`config.mk`:
```
export PLATFORM = sky130hd
export DESIGN_NAME = icache_ctrl
export DESIGN_NICKNAME = d
export VERILOG_FILES = /design/src/rtl/icache_ctrl.sv
export SDC_FILE = /design/constraint.sdc
export NUM_CORES = 1
export LEC_CHECK = 0
export CORE_ASPECT_RATIO = 0.8
export CORE_UTILIZATION = 35
export DETAILED_ROUTE_END_ITERATION = 10
export DONT_BUFFER_PORTS = 1
export PLACE_DENSITY = 0.63
export SLEW_MARGIN = 20
export SYNTH_ARGS = -nofsm -noshare
export SYNTH_HDL_FRONTEND = slang
export SYNTH_SLANG_ARGS = --single-unit
export TNS_END_PERCENT = 30
```
`constraint.sdc`:
```
create_clock -name clk -period 3.9 [get_ports clk]
set_clock_uncertainty 0.05 [all_clocks]
set_input_delay 0.39 -clock clk [delete_from_list [all_inputs] [get_ports clk]]
set_output_delay 0.39 -clock clk [all_outputs]
set_load 0.05 [all_outputs]
```
`src/rtl/icache_ctrl.sv`:
```
// icache_ctrl: direct-mapped read-only instruction cache with line refill and hit/miss counters
`timescale 1ns/1ps
module icache_ctrl #(
    parameter int INDEX_BITS = 4,
    parameter int LINE_WORDS = 4,
    parameter int CNT_W      = 32
) (
    input  logic             clk,
    input  logic             rst,
    input  logic             cpu_req_valid,
    input  logic [15:0]      cpu_req_addr,
    output logic             cpu_res_ready,
    output logic [15:0]      cpu_res_data,
    input  logic             flush,
    output logic             mem_req_valid,
    output logic [15:0]      mem_req_addr,
    input  logic             mem_res_valid,
    input  logic [15:0]      mem_res_data,
    output logic             busy,
    output logic [CNT_W-1:0] hit_cnt,
    output logic [CNT_W-1:0] miss_cnt
);
    localparam int OFF_BITS = $clog2(LINE_WORDS);
    localparam int LINES    = 1 << INDEX_BITS;
    localparam int TAG_BITS = 16 - INDEX_BITS - OFF_BITS;
    localparam logic [OFF_BITS-1:0] LAST_BEAT = OFF_BITS'(LINE_WORDS - 1);

    typedef enum logic [1:0] {IDLE, REFILL, ALLOC} state_t;

    state_t                state, state_next;
    logic [LINES-1:0]      valid;
    logic [TAG_BITS-1:0]   tags [LINES];
    logic [15:0]           data [LINES][LINE_WORDS];
    logic [OFF_BITS-1:0]   beat;
    logic [TAG_BITS-1:0]   base_tag;
    logic [INDEX_BITS-1:0] base_index;
    logic                  flush_pend, replay, start_miss;

    logic [TAG_BITS-1:0]   req_tag;
    logic [INDEX_BITS-1:0] req_index;
    logic [OFF_BITS-1:0]   req_off;
    logic                  hit, do_flush;

    assign req_tag      = cpu_req_addr[15:INDEX_BITS+OFF_BITS];
    assign req_index    = cpu_req_addr[INDEX_BITS+OFF_BITS-1:OFF_BITS];
    assign req_off      = cpu_req_addr[OFF_BITS-1:0];
    assign hit          = cpu_req_valid & valid[req_index] & (tags[req_index] == req_tag);
    assign do_flush     = flush | flush_pend;
    assign busy         = state != IDLE;
    assign cpu_res_data = data[req_index][req_off];

    // State register
    always_ff @(posedge clk) begin
        if (rst) state <= IDLE;
        else     state <= state_next;
    end

    // Next state and handshake outputs; a pending invalidate beats any request in IDLE
    always_comb begin
        state_next    = state;
        start_miss    = 1'b0;
        cpu_res_ready = 1'b0;
        mem_req_valid = 1'b0;
        mem_req_addr  = '0;
        case (state)
            IDLE: begin
                cpu_res_ready = !do_flush && hit;
                start_miss    = !do_flush && !hit && cpu_req_valid;
                state_next    = start_miss ? REFILL : IDLE;
            end
            REFILL: begin
                mem_req_valid = 1'b1;
                mem_req_addr  = {base_tag, base_index, beat};
                state_next    = (mem_res_valid && beat == LAST_BEAT) ? ALLOC : REFILL;
            end
            ALLOC:   state_next = IDLE;
            default: state_next = IDLE;
        endcase
    end

    // Control state: valid bits, refill pointer, flush/replay flags and saturating counters
    always_ff @(posedge clk) begin
        if (rst) begin
            valid      <= '0;
            beat       <= '0;
            flush_pend <= 1'b0;
            replay     <= 1'b0;
            hit_cnt    <= '0;
            miss_cnt   <= '0;
            base_tag   <= '0;
            base_index <= '0;
        end else begin
            if (state == IDLE) flush_pend <= 1'b0;
            else if (flush) flush_pend <= 1'b1;
            if (state == IDLE && do_flush) valid <= '0;
            if (cpu_res_ready) begin
                replay <= 1'b0;
                if (!replay && hit_cnt != '1) hit_cnt <= hit_cnt + CNT_W'(1);
            end
            if (start_miss) begin
                base_tag          <= req_tag;
                base_index        <= req_index;
                beat              <= '0;
                valid[req_index]  <= 1'b0;
                replay            <= 1'b0;
                miss_cnt          <= (miss_cnt != '1) ? miss_cnt + CNT_W'(1) : miss_cnt;
            end
            if (state == REFILL && mem_res_valid) beat <= beat + OFF_BITS'(1);
            if (state == ALLOC) begin
                valid[base_index] <= 1'b1;
                replay            <= 1'b1;
            end
        end
    end

    // Tag and data storage, intentionally not reset
    always_ff @(posedge clk) begin
        if (state == REFILL && mem_res_valid) data[base_index][beat] <= mem_res_data;
        if (state == ALLOC) tags[base_index] <= base_tag;
    end
endmodule

```
# After elaboration in Yosys (flattened, before gate mapping)
# Memories as Yosys holds them, arrays and structs flattened.
# Index checks and enable logic that the tools add are counted.
# word_totals
reg_bits,100
ramBits,1184
out_inout_bits,99
elab_cells,87
n_memories,2
# op_classes
addsub,3
order_cmp,7
eq_ne,6
n_mux,32
n_bitwise,8
n_reduce_logical,20
# memory_table
name,words,width,read_ports,rd_clocked_by_memory_dff,write_ports,line,rtl
data,16,64,1,0,1,33,logic [15:0] data [LINES][LINE_WORDS];
tags,16,10,1,0,1,32,logic [TAG_BITS-1:0] tags [LINES];
# op_table
operator,n
$mux 16,9
$add 32x1->32 const B,2
$mux 64,1
$ne 32x32->1 const B,2
$bmux 16 s2,1
$demux 16 s2,1
$and 16x16->16,1
$not 16->16,1
$or 16x16->16,1
$mux 1,13
$eq 10x10->1,1
$logic_and 1x1->1,10
$lt 4x5->1 const B,2
$demux 1 s4,2
$ge 4x1->1 const B,2
$ge 3x3->1 const B,2
$mux 2,3
$not 2->3,2
$bmux 1 s4,1
$eq 2x2->1 const B,2
$pmux 2 s2,1
$reduce_and 2->1,2
$reduce_bool 2->1,2
$logic_not 1->1,3
8 further kinds,9

# Depth between registers and ports, before layout
# Gate-level depths: netlist of the first run.
# logic_depth
ltp_word,12
mapped_depth,15
ltp_nobuf,9

# Worst setup path before layout of the first run
# Ideal clock, no wire load.
# synth_timing
path_kind,input -> output
startpoint,in cpu_req_addr[2]
endpoint,out cpu_res_data[0]
t_arrival_ps,3586
slack_ps,-126
path_stages,8
path_buffers,5
cell_sequence,buf_2 buf_4 clkbuf_1 buf_2 buf_1 mux4_2 mux4_2 mux4_2
# synth_via
elab_chain_len,4
# synth_rtl
item,line,rtl
"start, declared",11,"input logic [15:0] cpu_req_addr,"
$mem_v2 16x64,-,
$bmux 16 s2,50,assign cpu_res_data = data[req_index][req_off];
$mux 16 (implied by the code) (2 in a row),50,
"end, declared",13,"output logic [15:0] cpu_res_data,"
# Every way passes these cells. The select of a mux whose other input is x is not followed.

# Worst setup path after layout of the first run
# layout_timing
startpoint,mem tags[3][4] (netlist name)
endpoint,out cpu_res_ready
# layout_via
elab_chain_len,5
# layout_rtl
item,line,rtl
"start, declared",32,
$mem_v2 16x10,-,
$eq 10x10->1,47,assign hit = cpu_req_valid & valid[req_index] & (tags[req_index] == req_tag);
$and 1x1->1,47,
$logic_and 1x1->1,67,cpu_res_ready = !do_flush && hit;
$mux 1,65,case (state)
"end, declared",12,"output logic cpu_res_ready,"
# Every way passes these cells.

==> results of run 1 <==
[metrics by stage]
step / hold slack [ns] / util / TNS [ns] / cells / cell area [um2]
after floorplan: 0.3850 / - / 0 / 2534 / 50820
after global placement: 0.4068 / 0.3744 / -0.05210 / 4411 / 53730
after detailed placement: 0.4127 / 0.3744 / 0 / 4411 / 53730
after CTS: 0.002787 / 0.4071 / 0 / 4675 / 58430
after global routing: 0.04840 / 0.4082 / -0.05364 / 4682 / 58590
final: 0.05894 / 0.4083 / 0 / 4684 / 58590
[area by class of cell]
class / instances / share of cell area
timing repair buffer: 194 / 0.03400
tap: 1890 / 0.04036
clock inverter: 72 / 0.01392
antenna: 2 / 0.00008542
sequential: 1284 / 0.6410
clock buffer: 141 / 0.05213
inverter: 19 / 0.001217
multi-input combinational: 1082 / 0.2173
[registers in the layout (all words and copies together), names as in the netlist]
name and cells:
state 2, miss_cnt 32, hit_cnt 32, tags 160, data 1024, valid 16, replay 1, flush_pend 1
base_index 4, base_tag 10, beat 2
[synth_stat cells, drive strengths merged (2+ instances only)]
cell type / count
a22o: 4
a21oi: 51
nand3: 59
and2: 25
o21ai: 40
nand2b: 7
inv: 19
nor2: 136
o211a: 3
nand4: 23
o31ai: 13
mux4: 361
o2111ai: 2
o21ba: 2
buf: 56
and3: 18
xnor2: 9
or3: 18
a221oi: 3
and4: 7
o211ai: 7
nor2b: 32
a211oi: 3
clkbuf: 93
nand2: 60
xor2: 3
a22oi: 11
mux2i: 46
nand3b: 2
a31o: 7
nor3: 24
edfxtp: 1184
mux2: 28
or4: 21
nor3b: 2
ha: 6
o22ai: 11
a31oi: 4
dfxtp: 100
nor4: 18
[cells by family after synthesis]
| logic type | share of synthesized area |
|---|---|
| XOR/XNOR | 0.002069 |
| buffers and inverters | 0.01392 |
| adder cells (fa/ha/maj) | 0.001478 |
| flip-flops | 0.7394 |
| multiplexers | 0.1756 |
| AO/OA/AOI/OAI | 0.02101 |
| AND/OR/NAND/NOR | 0.04646 |
[placed cells by master (no fill, tap or decap), drive strengths merged, types with 24 or more instances in the layout]
cell type / n
nor2: 136
dlygate4sd3: 34
mux4: 361
and2: 25
clkinv: 44
mux2: 28
clkbuf: 144
inv: 26
mux2i: 46
o21ai: 40
a21oi: 51
nor2b: 32
nand3: 59
dfxtp: 100
nand2: 60
edfxtp: 1184
buf: 157
nor3: 24
[per-layer routing]
metal | vias up | track usage | wire length [um]
met5 | - | 0 | 0
met4 | 0 | 0.03327 | 2095
met3 | 164 | 0.05118 | 13150
met2 | 1091 | 0.2556 | 57020
met1 | 13665 | 0.2436 | 54120
li1 | 10848 | - | -
[power breakdown]
| group | switching (uW) | internal (uW) | total [uW] |
|---|---|---|---|
| registers | 38.7 | 15000 | 15100 |
| clock network | 5080 | 6630 | 11700 |
| logic | 743 | 561 | 1300 |
[worst max-delay path, stage by stage, from the launching register on]
cell and delay [ns]:
sky130_fd_sc_hd__edfxtp_1 0.36, sky130_fd_sc_hd__mux4_1 0.53, sky130_fd_sc_hd__mux2i_1 0.23, sky130_fd_sc_hd__xnor2_1 0.11, sky130_fd_sc_hd__a211oi_1 0.31, sky130_fd_sc_hd__o211a_1 0.27
sky130_fd_sc_hd__nand4bb_4 0.14, sky130_fd_sc_hd__buf_6 0.17, sky130_fd_sc_hd__buf_4 0.19, sky130_fd_sc_hd__nor2_2 0.18, sky130_fd_sc_hd__buf_6 0.18
[timing repair]
item | CTS | global route
hold buffers | 49 | 2
endpoints found under the hold margin | 1118 | 12
gates cloned | 1 | 3
setup buffers | 1 | 0
pin swaps | 2 | 1
endpoints found under the setup margin | 1 | 17
resized for setup | 6 | 0
[worst paths after layout]
check	startpoint	end	slack [ns]	cells after the start
worst min register to register	valid[0]	valid[0]	0.42	2
worst max register to register	hit_cnt[0]	hit_cnt[23]	0.36	10
worst max-delay path	tags[3][4]	cpu_res_ready	0.07	10
worst min-delay path	rst	miss_cnt[15]	0.06	2
==> reports/results.ini, run 1 <==
[status]
status = finished clean

[drt]
detailedRoute.firstIterationViolations = 3295
routed_wirelength_um = 126400
drt_pre_antenna_iters = 7
route.vias.total = 25768
drtAntennaViolNets = 0
route.detailed.wl_per_inst_um = 26.98
vias_per_cell = 5.501
detail_route.drc_violations = 0

[yosys]
synth_enable_flop_cells = 1184
post_synthesis_sequential_element_count = 1284
synthesis.area_um2 = 50790
yosys-top-cells-area = sky130_fd_sc_hd__edfxtp_1, sky130_fd_sc_hd__mux4_2, sky130_fd_sc_hd__dfxtp_1, sky130_fd_sc_hd__nor2_1, sky130_fd_sc_hd__mux2i_1
primary_ff_master_synth = sky130_fd_sc_hd__edfxtp_1
proportion_of_synthesized_flip_flops_having_asynchronous_set_or_reset = 0
yosysTopAreaCellShare = 0.7000
syn-num-nets = 2577
synth_cell_types = 63
postSynthCellCount = 2534
synth_warnings = 0
netlist.top_cell.by_area = sky130_fd_sc_hd__edfxtp_1
synth_seq_area_share = 0.7394
avgSynthCellArea_um2 = 20.04

[clock_network]
clkTransAtPathRegs_ns = 0.06
clock_latency_ns = 0.73
clock_sinks = 1284
h-tree-depth = 3
clock_path_buffers = 3
numCtsBuffers = 113
cts_tree = yes
cts-root-buf = sky130_fd_sc_hd__clkbuf_16

[sta]
worst_slew_margin_rel = 0.1069
maxSlewViolCount = 0
finalSetupViolations = 0
final_critical_path_required_period_ns = 3.832
final.period_utilization = 0.9826
rsz0062_at_grt = yes
worst-slew-pin-transition_ns = 1.340
worst_slack_setup_final_ns = 0.06768
max_freq_mhz = 260.9
hold_viol_final = 0

[place]
gp_routability_congestion = 0.7973
pre_cts_setup_slack_ns = 0.1262
port_buffers = 0
hpwl_um = 70140

[die]
floorplan.die_area_um2 = 146700
initial_utilization = 0.3539
dieHeight_um = 342.7
floorplan.rows = 124
top_level_ports = 136
die_width_um = 427.9
coreArea_um2 = 143500

[global_route]
grt_pass1_wl_um = 181300
grt_start_max_net_pins = 306
grtUsageTotal = 0.1695
overflow = 0
grt_pass1_vias = 25534
initial_antenna_violation_count = 2

[layout]
final_nets = 2737
nFillCells = 12422
multi_input_area_um2 = 12730
layout-area-overhead-vs-synth_pct = 15.36
sequential_cell_area_in_the_final_layout_um2 = 37560
drive_gt1_frac = 0.2872

[setup_path]
start_kind = register
critical_path_peak_fanout = 11
timing.critical_path.arrival_ns = 3.39
cp-end-kind = output port
data_required_time_at_the_worst_endpoint_ns = 3.46
criticalPathCategory = reg -> out

[pwr]
power_density_nw_per_um2 = 479.2
ir_worst_vdd_v = 0.0003769
total_leakage_power_uw = 0.01815
total_power_uw = 28080

[worst_hold_path]
timing.hold.worst.class = in -> reg

[run]
cap_violations = 0

No activity file was read; power rests on OpenSTA's default activity.
==> run 2: changes to the inputs <==
==> constraint.sdc (replaced) <==
create_clock -name clk -period 3.9 [get_ports clk]
set_clock_uncertainty 0.05 [all_clocks]
set_input_delay 0.585 -clock clk [delete_from_list [all_inputs] [get_ports clk]]
set_output_delay 0.585 -clock clk [all_outputs]
set_load 0.05 [all_outputs]
==> run 2 against run 1 <==
  * The flow now finishes with violations (slew limit, setup timing)
  * Maximum frequency shrank 4.0%
  * Hold slack got worse by 0.010 ns
  * Sequential share of layout area increased by 0.15 points
  * Flip-flop and latch count stayed put
  * Cell count decreased by 0.26%
  * Sequential power barely moved
==> reports/results.ini, run 2 (same netlist as run 1, synthesis figures left out) <==
[layout]
multi_input_area_um2 = 12740  ; about the same
finish.instance_area_um2 = 58450  ; -0.23%
layout-area-overhead-vs-synth_pct = 15.09
final_nets = 2732  ; -0.18%
final_common_cell = sky130_fd_sc_hd__edfxtp_1
final_util = 0.4073  ; -0.0009500
top_register = data
biggest_registers_after_layout = data: 1024 flops, tags: 160 flops
mostFrequentLayoutCells = sky130_fd_sc_hd__edfxtp_1, sky130_fd_sc_hd__mux4_2, sky130_fd_sc_hd__buf_4
largest_reg_flops = 1024  ; unchanged
sequential_cell_area_in_the_final_layout_um2 = 37560  ; unchanged
nFillCells = 12470  ; +0.39%
drive_gt1_frac = 0.2886  ; +0.001344

[drt]
drtAntennaViolNets = 0  ; unchanged
routed_wirelength_um = 127700  ; +1.0%
top_layer = met5
detailedRoute.firstIterationViolations = 2993  ; -9.2%
routed-wl-met3_um = 14160  ; +7.7%
m1WireLength_um = 53390  ; -1.4%
vias_per_cell = 5.484  ; -0.32%
route.met2.wl_um = 57800  ; +1.4%
detail_route.drc_violations = 0  ; unchanged
route.detailed.wl_per_inst_um = 27.34  ; +1.3%
route.vias.total = 25620  ; -0.57%
drt_pre_antenna_iters = 5  ; -2

[pwr]
share_clk_of_total_power = 0.406  ; -0.011
gate_power_share = 0.048  ; +0.002
total_power_uw = 27590  ; -1.7%
power_density_nw_per_um2 = 471.9  ; -1.5%
total_leakage_power_uw = 0.01807  ; -0.42%
power.net_switching_uw = 5818  ; -0.69%
share_seq_of_total_power = 0.546  ; +0.010
internal_power_uw = 21770  ; -2.0%
ir_worst_vdd_v = 0.0003622  ; -3.9%
power_switching_share = 0.2109  ; +0.002252

[die]
die_width_um = 427.9  ; unchanged
coreArea_um2 = 143500  ; unchanged
floorplan.rows = 124  ; unchanged
floorplan.die_area_um2 = 146700  ; unchanged
dieHeight_um = 342.7  ; unchanged
top_level_ports = 136  ; unchanged
initial_utilization = 0.3539  ; unchanged

[sta]
final.period_utilization = 1.024  ; +0.04118
hold_viol_final = 0  ; unchanged
worst_slack_setup_final_ns = -0.09293  ; -0.1606 ns
worst-slew-pin-transition_ns = 1.521  ; +0.1814 ns
max_freq_mhz = 250.4  ; -4.0%
maxSlewViolCount = 37  ; +37
final.setup.tns_ns = -0.1902  ; -0.1902 ns
finalSetupViolations = 4  ; +4
worst_slew_margin_rel = -0.01400  ; -0.1209
rsz0062_at_grt = yes
final_critical_path_required_period_ns = 3.993  ; +0.1606 ns

[status]
violations = slew limit, setup timing
status = complete, but fails checks

[global_route]
grtUsageTotal = 0.1696  ; about the same
grt_start_max_net_pins = 306  ; unchanged
initial_antenna_violation_count = 7  ; +5
overflow = 0  ; unchanged
grt_pass1_wl_um = 180200  ; -0.62%
grt_pass1_vias = 25226  ; -1.2%

[setup_path]
critical_path_peak_fanout = 305  ; +294
criticalPathCategory = in -> out
data_required_time_at_the_worst_endpoint_ns = 3.26  ; -0.20 ns
cp-end-kind = output port
timing.critical_path.arrival_ns = 3.36  ; -0.03 ns
start_kind = input pin

[clock_network]
h-tree-depth = 3  ; unchanged
clkTransAtPathRegs_ns = 0.06  ; about the same
clock_path_buffers = 3  ; unchanged
cts-root-buf = sky130_fd_sc_hd__clkbuf_16
clock_latency_ns = 0.75  ; +0.02 ns
clock_sinks = 1284  ; unchanged
cts_tree = yes
numCtsBuffers = 114  ; +0.88%

[place]
pre_cts_setup_slack_ns = 0.1299  ; +0.003708 ns
gp_routability_congestion = 0.7789  ; -2.3%
hpwl_um = 69740  ; -0.56%
port_buffers = 0  ; unchanged
placed_cell_area_um2 = 53780  ; about the same

[worst_hold_path]
timing.hold.worst.class = in -> reg

[run]
cap_violations = 0  ; unchanged

## run 2: cell count changes in the layout (fill, tap and decap cells not counted), sizes merged
cell / before / now
dlygate4sd3: 34 / 14
clkbuf: 144 / 158
buf: 157 / 165
bufinv: 16 / 9
clkinv: 44 / 38
inv: 26 / 23
clkinvlp: 5 / 6
diode: 2 / 3
## run 2: metrics by stage
stage,hold slack (ns),cells
2_1_floorplan,0.3850,2534
5_1_grt,0.01241,4670
3_3_place_gp,0.4004,4416
6_report,0.04894,4672
4_1_cts,0.002453,4654
3_5_place_dp,0.4040,4416
## run 2: area by class of cell
class | instances | area share
antenna | 3 | 0.0001284
clock buffer | 149 | 0.05281
clock inverter | 57 | 0.009889
inverter | 19 | 0.001220
multi-input combinational | 1082 | 0.2180
sequential | 1284 | 0.6425
tap | 1890 | 0.04045
timing repair buffer | 188 | 0.03506
## run 2: worst max-delay path, cell delays in order
cell and delay [ns]:
sky130_fd_sc_hd__mux4_2 0.69, sky130_fd_sc_hd__mux4_2 0.62, sky130_fd_sc_hd__mux4_2 0.73
## run 2: power groups by stage
stage	Combinational, uW	Clock [uW]	Sequential (uW)
after floorplan	882	0	15400
after global placement	904	0	15400
after detailed placement	910	0	15400
after CTS	1170	11400	15100
after global routing	1380	11900	15100
final	1330	11200	15100
## run 2: layer usage
| metal | GRT usage | vias up |
|---|---|---|
| met1 | 0.2362 | 13601 |
| met2 | 0.2546 | 1045 |
| met5 | 0 | - |
| met3 | 0.06077 | 159 |
| li1 | - | 10811 |
| met4 | 0.03882 | 4 |
## run 2: path summary, 6_finish.rpt
path,startpoint,end,slack (ns),cells after the start
setup / recovery,cpu_req_addr[3],cpu_res_data[14],-0.09,3
hold / removal,cpu_req_addr[3],base_index[1],0.05,2
setup reg to reg,tags[6][0],hit_cnt[23],0.52,10
hold reg to reg,valid[15],valid[15],0.42,2
## run 2: timing repair
action | CTS | global route
endpoints found under the setup margin | 1 | 17
hold buffers | 31 | 0
hold endpoints to repair | 1107 | 0
setup buffers | 1 | 2
gates resized for setup | 2 | 8
pin swaps | 1 | 2
gates cloned | 0 | 10
